File: src/rtl/id_ex_stage.sv
// ID/EX pipeline register: bubble insertion, EX hold with forwarded-operand capture.
// Optional ID_EX_PERF_EN adds saturating bubble/hold event counters.
`ifndef W_OPER
`define W_OPER 6
`endif
`ifndef W_REGF
`define W_REGF 5
`endif
`ifndef W_DATA
`define W_DATA 32
`endif

module id_ex_stage #(
    parameter logic [`W_OPER-1:0] NOP_OPER = '0
) (
    input  logic               clk,
    input  logic               rst_n,
    input  logic               hz_stall,
    input  logic               ex_hold,
    input  logic               flush_id,
    input  logic               flush_ex,
    input  logic               id_valid,
    input  logic [`W_OPER-1:0] id_oper,
    input  logic [`W_REGF-1:0] id_rs,
    input  logic [`W_REGF-1:0] id_rt,
    input  logic [`W_REGF-1:0] id_regf,
    input  logic [`W_DATA-1:0] id_rs_data,
    input  logic [`W_DATA-1:0] id_rt_data,
    input  logic [`W_DATA-1:0] id_imm,
    input  logic [`W_DATA-1:0] id_pc,
    input  logic               fwd_rs,
    input  logic               fwd_rt,
    input  logic [`W_DATA-1:0] fwd_rs_data,
    input  logic [`W_DATA-1:0] fwd_rt_data,
    output logic               ex_valid,
    output logic [`W_OPER-1:0] ex_oper,
    output logic [`W_REGF-1:0] ex_rs,
    output logic [`W_REGF-1:0] ex_rt,
    output logic [`W_REGF-1:0] ex_regf,
    output logic [`W_DATA-1:0] ex_rs_val,
    output logic [`W_DATA-1:0] ex_rt_val,
    output logic [`W_DATA-1:0] ex_imm,
    output logic [`W_DATA-1:0] ex_pc,
`ifdef ID_EX_PERF_EN
    output logic [31:0]        perf_bubble_cnt,
    output logic [31:0]        perf_hold_cnt,
`endif
    output logic               id_ready
);

    logic               valid_q, valid_d;
    logic [`W_OPER-1:0] oper_q,  oper_d;
    logic [`W_REGF-1:0] rs_q,    rs_d;
    logic [`W_REGF-1:0] rt_q,    rt_d;
    logic [`W_REGF-1:0] regf_q,  regf_d;
    logic [`W_DATA-1:0] rs_val_q, rs_val_d;
    logic [`W_DATA-1:0] rt_val_q, rt_val_d;
    logic [`W_DATA-1:0] imm_q,   imm_d;
    logic [`W_DATA-1:0] pc_q,    pc_d;
    logic               take_bubble;
    logic               take_hold;

    assign take_hold   = ~flush_ex & ex_hold;
    assign take_bubble = flush_ex | (~ex_hold & (hz_stall | flush_id | ~id_valid));

    always_comb begin
        valid_d  = valid_q;
        oper_d   = oper_q;
        rs_d     = rs_q;
        rt_d     = rt_q;
        regf_d   = regf_q;
        rs_val_d = rs_val_q;
        rt_val_d = rt_val_q;
        imm_d    = imm_q;
        pc_d     = pc_q;
        if (take_bubble) begin
            valid_d  = 1'b0;
            oper_d   = NOP_OPER;
            rs_d     = '0;
            rt_d     = '0;
            regf_d   = '0;
            rs_val_d = '0;
            rt_val_d = '0;
            imm_d    = '0;
            pc_d     = '0;
        end else if (take_hold) begin
            // Keep absorbing forwards so a producer retiring during the hold is not lost
            rs_val_d = fwd_rs ? fwd_rs_data : rs_val_q;
            rt_val_d = fwd_rt ? fwd_rt_data : rt_val_q;
        end else begin
            valid_d  = 1'b1;
            oper_d   = id_oper;
            rs_d     = id_rs;
            rt_d     = id_rt;
            regf_d   = id_valid ? id_regf : '0;
            rs_val_d = id_rs_data;
            rt_val_d = id_rt_data;
            imm_d    = id_imm;
            pc_d     = id_pc;
        end
    end

    always_ff @(posedge clk or negedge rst_n) begin
        if (!rst_n) begin
            valid_q  <= 1'b0;
            oper_q   <= NOP_OPER;
            rs_q     <= '0;
            rt_q     <= '0;
            regf_q   <= '0;
            rs_val_q <= '0;
            rt_val_q <= '0;
            imm_q    <= '0;
            pc_q     <= '0;
        end else begin
            valid_q  <= valid_d;
            oper_q   <= oper_d;
            rs_q     <= rs_d;
            rt_q     <= rt_d;
            regf_q   <= regf_d;
            rs_val_q <= rs_val_d;
            rt_val_q <= rt_val_d;
            imm_q    <= imm_d;
            pc_q     <= pc_d;
        end
    end

    assign ex_valid  = valid_q;
    assign ex_oper   = oper_q;
    assign ex_rs     = rs_q;
    assign ex_rt     = rt_q;
    assign ex_regf   = regf_q;
    assign ex_imm    = imm_q;
    assign ex_pc     = pc_q;
    assign ex_rs_val = fwd_rs ? fwd_rs_data : rs_val_q;
    assign ex_rt_val = fwd_rt ? fwd_rt_data : rt_val_q;
    assign id_ready  = ~ex_hold & ~hz_stall;

`ifdef ID_EX_PERF_EN
    logic [31:0] bubble_cnt_q, bubble_cnt_d;
    logic [31:0] hold_cnt_q,   hold_cnt_d;

    always_comb begin
        bubble_cnt_d = bubble_cnt_q;
        hold_cnt_d   = hold_cnt_q;
        if (take_bubble && bubble_cnt_q != '1) bubble_cnt_d = bubble_cnt_q + 32'd1;
        if (take_hold && hold_cnt_q != '1)     hold_cnt_d   = hold_cnt_q + 32'd1;
    end

    always_ff @(posedge clk or negedge rst_n) begin
        if (!rst_n) begin
            bubble_cnt_q <= '0;
            hold_cnt_q   <= '0;
        end else begin
            bubble_cnt_q <= bubble_cnt_d;
            hold_cnt_q   <= hold_cnt_d;
        end
    end

    assign perf_bubble_cnt = bubble_cnt_q;
    assign perf_hold_cnt   = hold_cnt_q;
`endif

endmodule
File: config.mk
export PLATFORM = sky130hd
export DESIGN_NAME = id_ex_stage
export DESIGN_NICKNAME = d
export VERILOG_FILES = /design/src/rtl/id_ex_stage.sv
export SDC_FILE = /design/constraint.sdc
export NUM_CORES = 1
export LEC_CHECK = 0
export BUFFER_PORTS_ARGS = -buffer_cell sky130_fd_sc_hd__buf_4
export CAP_MARGIN = 0
export CORE_AREA = 2 2 144 146
export CTS_CLUSTER_SIZE = 40
export DETAILED_ROUTE_END_ITERATION = 6
export DIE_AREA = 0 0 146 148
export SYNTH_ARGS = -nofsm -noshare
export SYNTH_HDL_FRONTEND = slang
export SYNTH_SLANG_ARGS = --single-unit
File: constraint.sdc
create_clock -name clk -period 1 [get_ports clk]
set_clock_uncertainty 0.1 [all_clocks]
set_input_delay 0.1 -clock clk [delete_from_list [all_inputs] [get_ports clk]]
set_output_delay 0.1 -clock clk [all_outputs]
set_load 0.01 [all_outputs]
# Word-level counts from Yosys, hierarchy flattened
# Cells that the tools add are included.
# W data, S select, Z words.
# word_totals
regBits,150
input_bits,222
output_inout_bits,151
wordCells,41
# classes
eq_ne,1
n_mux,21
n_bitwise,10
# ops
op,count
$mux W32,10
$mux W5,7
$mux W6,2
$not A1 Y1,4
$and A1 B1 Y1,3
$or A1 B1 Y1,3
$mux W1,2
$ne A2 B2 Y1 const B,1

# Longest topological paths before layout
# Gate-level depths: netlist of the first run.
# depth
ltp_word,5
depth_mapped,6
ltp_nobuf,3

# Worst setup path after synthesis of the first run
# OpenSTA, ideal clock, no wires.
# synth_path
kind,in2reg
startpoint,input port fwd_rs
endpoint,register rs_val_q[14]
setup_ns,0.121
t_arrival_ns,1.017
required_ns,0.779
setup_slack_ns,-0.238
cell_stages,4
path_buffers,2
cell_sequence,buf_2 -> buf_2 -> mux2_1 -> a22o_1
# synth_via
elab_chain_cells,3
# synth_rtl
element,line_no,rtl
"start, declared",31,"input logic fwd_rs,"
$mux W32,n/a,
via ex_rs_val[14],40,"output logic [`W_DATA-1:0] ex_rs_val,"
$mux W32 (2 in a row),n/a,
via rs_val_d[14],56,"logic [`W_DATA-1:0] rs_val_q, rs_val_d;"
"end signal, assigned",120,rs_val_q <= rs_val_d;
"end, declared",56,
# The timed path passes the listed nets, and every way through them passes these cells.
# A chain may end at the register's enable or synchronous reset.

# Worst setup path after layout of the first run
# layout_path
startpoint,register rs_val_q[1]
endpoint,output port ex_rs_val[1]
# layout_via
elab_chain_cells,1
# layout_rtl
element,line_no,rtl
$mux W32,134,assign ex_rs_val = fwd_rs ? fwd_rs_data : rs_val_q;
"end, declared",40,
# Every way passes these cells.

==> results_dict.tcl, run 1 <==
set metrics [dict create \
    cts_sinks 150 \
    fp.dieW_um 146 \
    worstPathArrival_ns 1.24 \
    syn-num-nets 632 \
    fmax_ghz 0.694 \
    synthesis.area_um2 6070 \
    startpoint "rs_val_q[1]" \
    cp.required_ns 0.80 \
    relSlewSlack_pct 77.6 \
    antenna_left 0 \
    post-route-util_pct 66.4 \
    fp.dieArea_um2 21600 \
    grt_max_degree 69 \
    cts.path.max_buffers 2 \
    die_y_um 148 \
    min_period_ns 1.44 \
    peakVddDrop_uv 962 \
    switching_share_pct 24.9 \
    cts_hold_buf 150 \
    row_count 52 \
    status "finished with violations" \
    drc_errors 0 \
    leakage_nw 6.83 \
    fin_crit_sh_pct 144 \
    worstMarginPinSlew_ns 0.337 \
    ys_seq_area_share_pct 61.8 \
    grt_overflow 0 \
    ff2ff_path_depth 4 \
    ios 373 \
    start_util_pct 30.3 \
    ys_types 12 \
    worstSetupPathType "reg -> out" \
    hold_viol 19 \
    yosys.area.top_type_share_pct 61.8 \
    cts_tree "done" \
    yosysTopAreaCell "dfrtp_1" \
    path_clk_slew_ns 0.07 \
    grt_pass1_vias 6838 \
    layout_commonest_cell "buf_4" \
    vias 6408 \
    wire_per_inst_um 19.1 \
    seqPwrFrac_pct 38.8 \
    routed_via_density 4.83 \
    clockPowerShare_pct 40.1 \
    syn_inst 410 \
    post-route-worst-setup-slack_ns -0.441 \
    yosys_warnings 0 \
    rrSetupSlack_ns -0.34 \
    crit_path_start_kind "register" \
    worstReg2RegStart "rs_val_q[1]" \
    cts-htree-levels 4 \
    failed_checks "negative hold slack, negative setup slack" \
    syn_to_final_growth_pct 119 \
    place.detailed.hpwl_um 14900 \
    wirelength_um 25300 \
    numCtsBuffers 17 \
    cp-end-kind "output port" \
    power_density_nw_per_um2 1220 \
    dr.first_iter.drc_count 214 \
    power.total_w 0.0162 \
    track_usage_pct 22.0 \
    finalMaxSlewViolations 0 \
    setup_viol 219 \
    rsz0062_at_grt "true" \
    layout.nets 1265 \
    combinationalPowerShare_pct 21.1 \
    insertedDiodeCount 0 \
    critPathMaxFanout 2 \
    p_switching_w 0.00404 \
    syn_avg_cell_area_um2 14.8 \
    ys_top_cells_by_area "dfrtp_1 (62%), a22o_1 (21%), mux2_2 (10%)" \
    antenna_found_initial 0 \
    ys_ff_latch 150 \
    core_um2 20000 \
    drt_first_pass_iters 4 \
    gp_congestion 0.842 \
    timing.rr.end "rs_val_q[1]" \
    hp-class "in -> reg" \
    endpoint "ex_rs_val[1]" \
    p_int_w 0.0122 \
    port_buffers 372 \
    grt_pass1_wl_um 37100 \
    clk_latency_ns 0.42 \
    clockRootBuffer "clkbuf_16" \
    max_cap_viol_count 0 \
    drive_gt1_share_pct 57.3 \
    hold-worst-slack_ns -0.0514 \
    layout_common_cells "buf_4 (282), buf_6 (206), dfrtp_1 (150), dlygate4sd3_1 (150), a22o_1 (149)" \
]
repair_timing:
item / 4_1_cts / 5_1_grt
setup endpoints to repair: 214 / 214
cloned: 0 / 0
pin swaps: 41 / 25
setup buffers: 51 / 60
resized for setup: 184 / 40
hold endpoints to repair: 299 / 21
cells in the mapped netlist:
library cell	instances
buf_2	16
nor2_1	2
buf_6	11
clkbuf_1	14
and3_1	1
mux2_1	10
dfrtp_1	150
a21o_1	1
nor2b_1	1
a22o_1	149
buf_4	1
mux2_2	54
power groups by stage:
stage | clock network [W] | logic, W | registers, W
floorplan | 0 | 0.000843 | 0.00640
global placement | 0 | 0.00226 | 0.00639
detailed placement | 0 | 0.00229 | 0.00639
CTS | 0.00664 | 0.00318 | 0.00629
global route | 0.00693 | 0.00359 | 0.00631
finish | 0.00651 | 0.00342 | 0.00630
layer usage:
metal	track usage [%]	part of all wire (%)
met2	39.4	53
met5	0	0
met3	6.45	6.7
met1	24.8	37
met4	8.59	3.1
worst min-delay path by stage:
stage | startpoint | end | cells past startpoint
4_1_cts | fwd_rt_data[16] | rt_val_q[16] | 3
3_5_place_dp | rst_n | ex_imm[19] | 1
3_3_place_gp | rst_n | ex_imm[14] | 1
6_report | fwd_rt_data[5] | rt_val_q[5] | 3
2_1_floorplan | rst_n | ex_imm[0] | 0
5_1_grt | fwd_rt_data[9] | rt_val_q[9] | 3
per-stage QoR:
stage	setup slack, ns	cells	instance area [um^2]	TNS (ns)	hold WS [ns]
after detailed placement	-0.250	1048	9700	-34.07	-0.0998
after global placement	-0.223	1048	9700	-32.07	-0.101
after floorplan	-0.0899	410	6390	-9.80	-0.296
after CTS	-0.427	1281	12900	-45.40	-0.0727
final	-0.441	1326	13300	-46.66	-0.0514
after global routing	-0.477	1326	13300	-55.15	-0.0694
flip-flops by register name, indices dropped and copies added (netlist names):
name,cells
ex_imm,32
ex_pc,32
rs_val_q,32
rt_val_q,32
ex_oper,6
ex_regf,5
ex_rs,5
ex_rt,5
ex_valid,1
cell type report:
cell class	count	area [um^2]
clock inverters	15	169
well taps	270	338
multi-input cells	218	2310
flip-flops and latches	150	3750
clock buffers	17	425
fillers	1356	6740
repair buffers	656	6300
kinds of logic after synthesis:
| group | synth area share [%] |
|---|---|
| compound gates | 21.6 |
| flops | 61.8 |
| mux | 11.9 |
| buf+inv | 4.35 |
| simple gates | 0.330 |
critical path, stage by stage, from the launching register on:
cell	delay (ns)
dfrtp_1	0.39
mux2_4	0.31
buf_6	0.13
Note: power is estimated with default switching activity, not from simulation.
==> inputs of run 2 (changes only) <==
CORE_AREA = 2 2 146 148   (was 2 2 144 146)
DIE_AREA = 0 0 148 150   (was 0 0 146 148)
PLACE_DENSITY = 0.63   (was default)
clock period = 1.45 ns   (was 1 ns; I/O delays follow)
==> run 2 against run 1 <==
Compared with the run above:
- the flow still finishes with violations (negative hold slack, negative setup slack)
- clock-buffer cell count increased by 1
- cell count down 4.3%
- combinational power decreased by 38%
- register-to-register slack better by 0.48 ns
- critical path depth rose by 2
- sequential share of layout area increased by 2.4 points
- sequential cell count unchanged
- via count down 5.9%
- routed wire length down 6.5%
- critical endpoint is now ex_rs_val[8]
==> results_dict.tcl, run 2 (synthesis results as in run 1) <==
set metrics [dict create \
    status "finished with violations" \
    failed_checks "negative hold slack, negative setup slack" \
    seqPwrFrac_pct 39.7 \
    timing.rr.end "rt_val_q[27]" \
    p_switching_w 0.00278 \
    ios 373 \
    numCtsBuffers 17 \
    layout.nets 1202 \
    grt_overflow 0 \
    fp.dieArea_um2 22200 \
    hp-start "fwd_rt_data[11]" \
    syn_to_final_growth_pct 102 \
    finalMaxSlewViolations 0 \
    combinationalPowerShare_pct 19.5 \
    hold_viol 2 \
    cp.required_ns 1.21 \
    antenna_found_initial 0 \
    layout_common_cells "buf_4 (350), dlygate4sd3_1 (162), dfrtp_1 (150), a22o_1 (149), buf_6 (65)" \
    place_inst 1029 \
    min_period_ns 1.48 \
    setup_viol 7 \
    ff2ff_path_depth 4 \
    start_util_pct 29.3 \
    crit_chain "buf_4 -> dlygate4sd3_1 -> mux2_4 -> buf_6" \
    wirelength_um 23600 \
    layout_commonest_cell "buf_4" \
    clockRootBuffer "clkbuf_16" \
    fp.dieW_um 148 \
    place.detailed.hpwl_um 13600 \
    worstMarginPinSlew_ns 0.371 \
    cp_slowest_cell "dlygate4sd3_1" \
    grt_max_degree 79 \
    row_count 53 \
    critPathMaxFanout 2 \
    drive_gt1_share_pct 52.7 \
    switching_share_pct 25.5 \
    grt_pass1_vias 6377 \
    worstReg2RegStart "rt_val_q[27]" \
    peakVddDrop_uv 651 \
    crit_path_start_kind "primary input" \
    track_usage_pct 19.5 \
    leakage_nw 6.38 \
    antenna_left 0 \
    cp-end-kind "output port" \
    power_density_nw_per_um2 893 \
    core_um2 20700 \
    drt_first_pass_iters 4 \
    rrSetupSlack_ns 0.14 \
    vias 6029 \
    cts.path.max_buffers 2 \
    slowest_delay_ns 0.57 \
    port_buffers 372 \
    clockPowerShare_pct 40.8 \
    clk_latency_ns 0.40 \
    dr.first_iter.drc_count 192 \
    worstSetupPathType "in -> out" \
    cts-htree-levels 4 \
    drc_errors 0 \
    relSlewSlack_pct 75.3 \
    hp-class "in -> reg" \
    fin_crit_sh_pct 102 \
    grt_pass1_wl_um 34000 \
    worstPathArrival_ns 1.23 \
    post-route-worst-setup-slack_ns -0.0294 \
    cts_tree "done" \
    max_cap_viol_count 0 \
    die_y_um 150 \
    whs_path_depth 3 \
    gp_congestion 0.761 \
    hold_path_end "rt_val_q[11]" \
    cts_sinks 150 \
    wire_per_inst_um 18.6 \
    rsz0062_at_grt "true" \
    routed_via_density 4.75 \
    fmax_ghz 0.676 \
    p_int_w 0.00815 \
    hold-worst-slack_ns -0.00515 \
    path_clk_slew_ns 0.07 \
    instances_no_fill 1269 \
]
[run 2: routing by layer]
metal	track usage [%]	up-vias	routed length [um]
li1	-	2716	-
met1	22.9	2977	9120
met2	33.2	288	12100
met3	5.64	48	1720
met4	8.48	0	711
met5	0	-	0
[run 2: worst max path at each step]
| stage | startpoint | end | slack, ns | cells past startpoint |
|---|---|---|---|---|
| 2_1_floorplan | fwd_rs | rs_val_q[14] | 0.17 | 4 |
| 3_3_place_gp | ex_hold | rt_val_q[18] | 0.14 | 5 |
| 3_5_place_dp | ex_hold | ex_imm[7] | 0.10 | 5 |
| 4_1_cts | rt_val_q[6] | ex_rt_val[6] | -0.02 | 2 |
| 5_1_grt | rs_val_q[9] | ex_rs_val[9] | -0.05 | 2 |
| 6_report | fwd_rs_data[8] | ex_rs_val[8] | -0.03 | 4 |
[run 2: critical path, delay by kind of cell]
family                 cells  cell delay (ns)
buffers and inverters      3             0.79
multiplexers               1             0.29
[run 2: what timing repair did]
item / CTS / global route
hold buffers: 167 / 1
gates resized for setup: 92 / 41
hold endpoints to repair: 299 / 6
buffers inserted: 12 / 27
endpoints found under the setup margin: 57 / 63
[run 2: power groups by stage]
stage	Combinational, W	Clock, W	Sequential, W
2_1_floorplan	0.000467	0	0.00441
3_3_place_gp	0.00139	0	0.00440
3_5_place_dp	0.00140	0	0.00440
4_1_cts	0.00196	0.00460	0.00433
5_1_grt	0.00226	0.00479	0.00434
6_report	0.00213	0.00446	0.00433
[run 2: per-stage QoR]
step | util (%) | setup TNS, ns | power, W | setup slack (ns) | instance area, um^2
after CTS | 57.4 | -0.119 | 0.0109 | -0.0196 | 11900
after detailed placement | 44.4 | 0 | 0.00580 | 0.105 | 9190
after global placement | 44.4 | 0 | 0.00579 | 0.141 | 9190
final | 59.2 | -0.116 | 0.0109 | -0.0294 | 12200
after global routing | 59.2 | -1.25 | 0.0114 | -0.0542 | 12200
after floorplan | - | 0 | 0.00488 | 0.167 | 6070
[run 2: final cells by class]
| cell class | instances | area (um^2) |
|---|---|---|
| Sequential cell | 150 | 3750 |
| Timing Repair Buffer | 593 | 5260 |
| Tap cell | 275 | 344 |
| Clock inverter | 14 | 151 |
| Multi-Input combinational cell | 218 | 2300 |
| Clock buffer | 18 | 439 |
| Antenna cell | 1 | 2.50 |
| Fill cell | 1576 | 8440 |
==> inputs of run 3 (changes only) <==
CTS_BUF_LIST = sky130_fd_sc_hd__clkbuf_4 sky130_fd_sc_hd__clkbuf_8   (was default)
==> run 3 against run 2 <==
Compared with the run above:
- the run still ends with negative hold slack, negative setup slack left
- sequential cell count unchanged
- critical path depth is the same
- clock power shrank 26%
- final area decreased by 1.6%
- sequential share of layout area is 0.50 points higher
- clock-buffer cell count unchanged
- setup slack worse by 0.028 ns
==> results_dict.tcl, run 3 (synthesis results as in run 1) <==
set metrics [dict create \
    status "finished with violations" \
    failed_checks "negative hold slack, negative setup slack" \
    relSlewSlack_pct 75.5 \
    worstMarginPinSlew_ns 0.368 \
    multi_input_comb_area_um2 2290 \
    clk_latency_ns 0.43 \
    setup_viol 50 \
    finalMaxSlewViolations 0 \
    cp.required_ns 1.21 \
    ios 373 \
    insertedDiodeCount 0 \
    layout.nets 1205 \
    dpl_cell_area_um2 9190 \
    peakVddDrop_uv 490 \
    min_period_ns 1.51 \
    core_um2 20700 \
    leakage_nw 6.25 \
    seqPwrFrac_pct 44.2 \
    fin_crit_sh_pct 104 \
    crit_family "buffers and inverters" \
    port_buffers 372 \
    path_clk_slew_ns 0.10 \
    hp-start "fwd_rs_data[19]" \
    path_depth 4 \
    cp_slowest_cell "dlygate4sd3_1" \
    layout_common_cells "buf_4 (356), dlygate4sd3_1 (165), dfrtp_1 (150), a22o_1 (149), buf_6 (65)" \
    critical_path_buf_inv_count 3 \
    layout_commonest_cell "buf_4" \
    rsz0062_at_grt "true" \
    place_worst_setup_slack_ns 0.105 \
    whs_path_depth 3 \
    track_usage_pct 19.9 \
    seqCellArea_um2 3750 \
    final_area_um2 12000 \
    wirelength_um 23400 \
    vias 6065 \
    post-route-worst-setup-slack_ns -0.0577 \
    switching_share_pct 27.1 \
    row_count 53 \
    power.total_w 0.00979 \
    numCtsBuffers 17 \
    cts_hold_buf 165 \
    antenna_found_initial 0 \
    post-route-util_pct 58.2 \
    grt_max_degree 79 \
    fmax_ghz 0.663 \
    start_util_pct 29.3 \
    fp.dieArea_um2 22200 \
    ff2ff_path_depth 4 \
    cts_tree "done" \
    crit_chain "dlygate4sd3_1 -> buf_4 -> mux2_4 -> buf_6" \
    place.detailed.hpwl_um 13600 \
    drt_first_pass_iters 4 \
    dr.first_iter.drc_count 207 \
    slowest_delay_ns 0.57 \
    syn_to_final_growth_pct 98.5 \
    routed_via_density 4.77 \
    combinationalPowerShare_pct 21.9 \
    grt_overflow 0 \
    wire_per_inst_um 18.4 \
    hp-class "in -> reg" \
    grt_pass1_vias 6419 \
    fill_cells 1625 \
    cts_sinks 150 \
    gp_congestion 0.761 \
    drc_errors 0 \
    hold-worst-slack_ns -0.0358 \
    p_int_w 0.00714 \
    die_y_um 150 \
    drive_gt1_share_pct 53.1 \
    p_switching_w 0.00265 \
    cts-htree-levels 4 \
    clockPowerShare_pct 33.9 \
    grt_pass1_wl_um 34600 \
    cts.path.max_buffers 2 \
    critPathMaxFanout 2 \
    hold_viol 11 \
    worstReg2RegStart "rs_val_q[23]" \
    worstPathArrival_ns 1.26 \
    worstSetupPathType "in -> out" \
    antenna_left 0 \
    startpoint "fwd_rs_data[9]" \
    max_cap_viol_count 0 \
    cp-end-kind "output port" \
    power_density_nw_per_um2 813 \
    clockRootBuffer "clkbuf_8" \
    crit_path_start_kind "primary input" \
    fp.dieW_um 148 \
]
[run 3: changes by cell type in the layout (fill, tap and decap cells not counted), sizes merged]
cell / delta
buf: +6
dlymetal6s4s: -6
dlygate4sd3: +3
diode: -1
[run 3: routing by layer]
| metal | up-vias | track usage (%) | share of wire, % |
|---|---|---|---|
| met2 | 314 | 34.2 | 50 |
| met3 | 44 | 5.30 | 7.4 |
| met4 | 0 | 7.52 | 2.7 |
| met1 | 2985 | 23.8 | 39 |
| li1 | 2722 | - | - |
| met5 | - | 0 | 0 |
[run 3: repair_timing]
| action | in CTS | in global routing |
|---|---|---|
| resized for setup | 114 | 12 |
| endpoints found under the setup margin | 64 | 64 |
| buffers inserted | 32 | 13 |
| hold endpoints to repair | 299 | 12 |
[run 3: path summary, 6_finish.rpt]
check	endpoint	slack, ns
min in group asynchronous	rt_val_q[21]	0.05
worst min-delay path	rs_val_q[19]	-0.04
worst max register to register	rs_val_q[23]	0.12
max in group asynchronous	ex_imm[19]	0.57
worst max-delay path	ex_rs_val[9]	-0.06
worst min register to register	ex_valid	0.39
[run 3: worst min-delay path, cell delays in order]
cell    delay, ns
buf_4        0.08
mux2_4       0.14
a22o_1       0.11
[run 3: layout make-up]
cell class | instances | area share, %
Sequential cell | 150 | 31.2
Tap cell | 275 | 2.86
Clock inverter | 14 | 1.26
Clock buffer | 18 | 2.06
Timing Repair Buffer | 596 | 43.6
Multi-Input combinational cell | 218 | 19.0
[run 3: through the flow]
| stage | setup TNS [ns] | hold slack (ns) | std cells |
|---|---|---|---|
| global route | -4.21 | -0.0674 | 1271 |
| floorplan | 0 | -0.251 | 410 |
| global placement | 0 | -0.0410 | 1029 |
| detailed placement | 0 | -0.0411 | 1029 |
| finish | -0.636 | -0.0358 | 1271 |
| CTS | -2.57 | -0.0578 | 1258 |
[run 3: power by group through the flow]
stage               Sequential [W]  Combinational (W)  Clock, W
CTS                        0.00432            0.00204   0.00343
finish                     0.00433            0.00214   0.00332
floorplan                  0.00441           0.000467         0
global placement           0.00440            0.00139         0
global route               0.00434            0.00226   0.00362
detailed placement         0.00440            0.00140         0
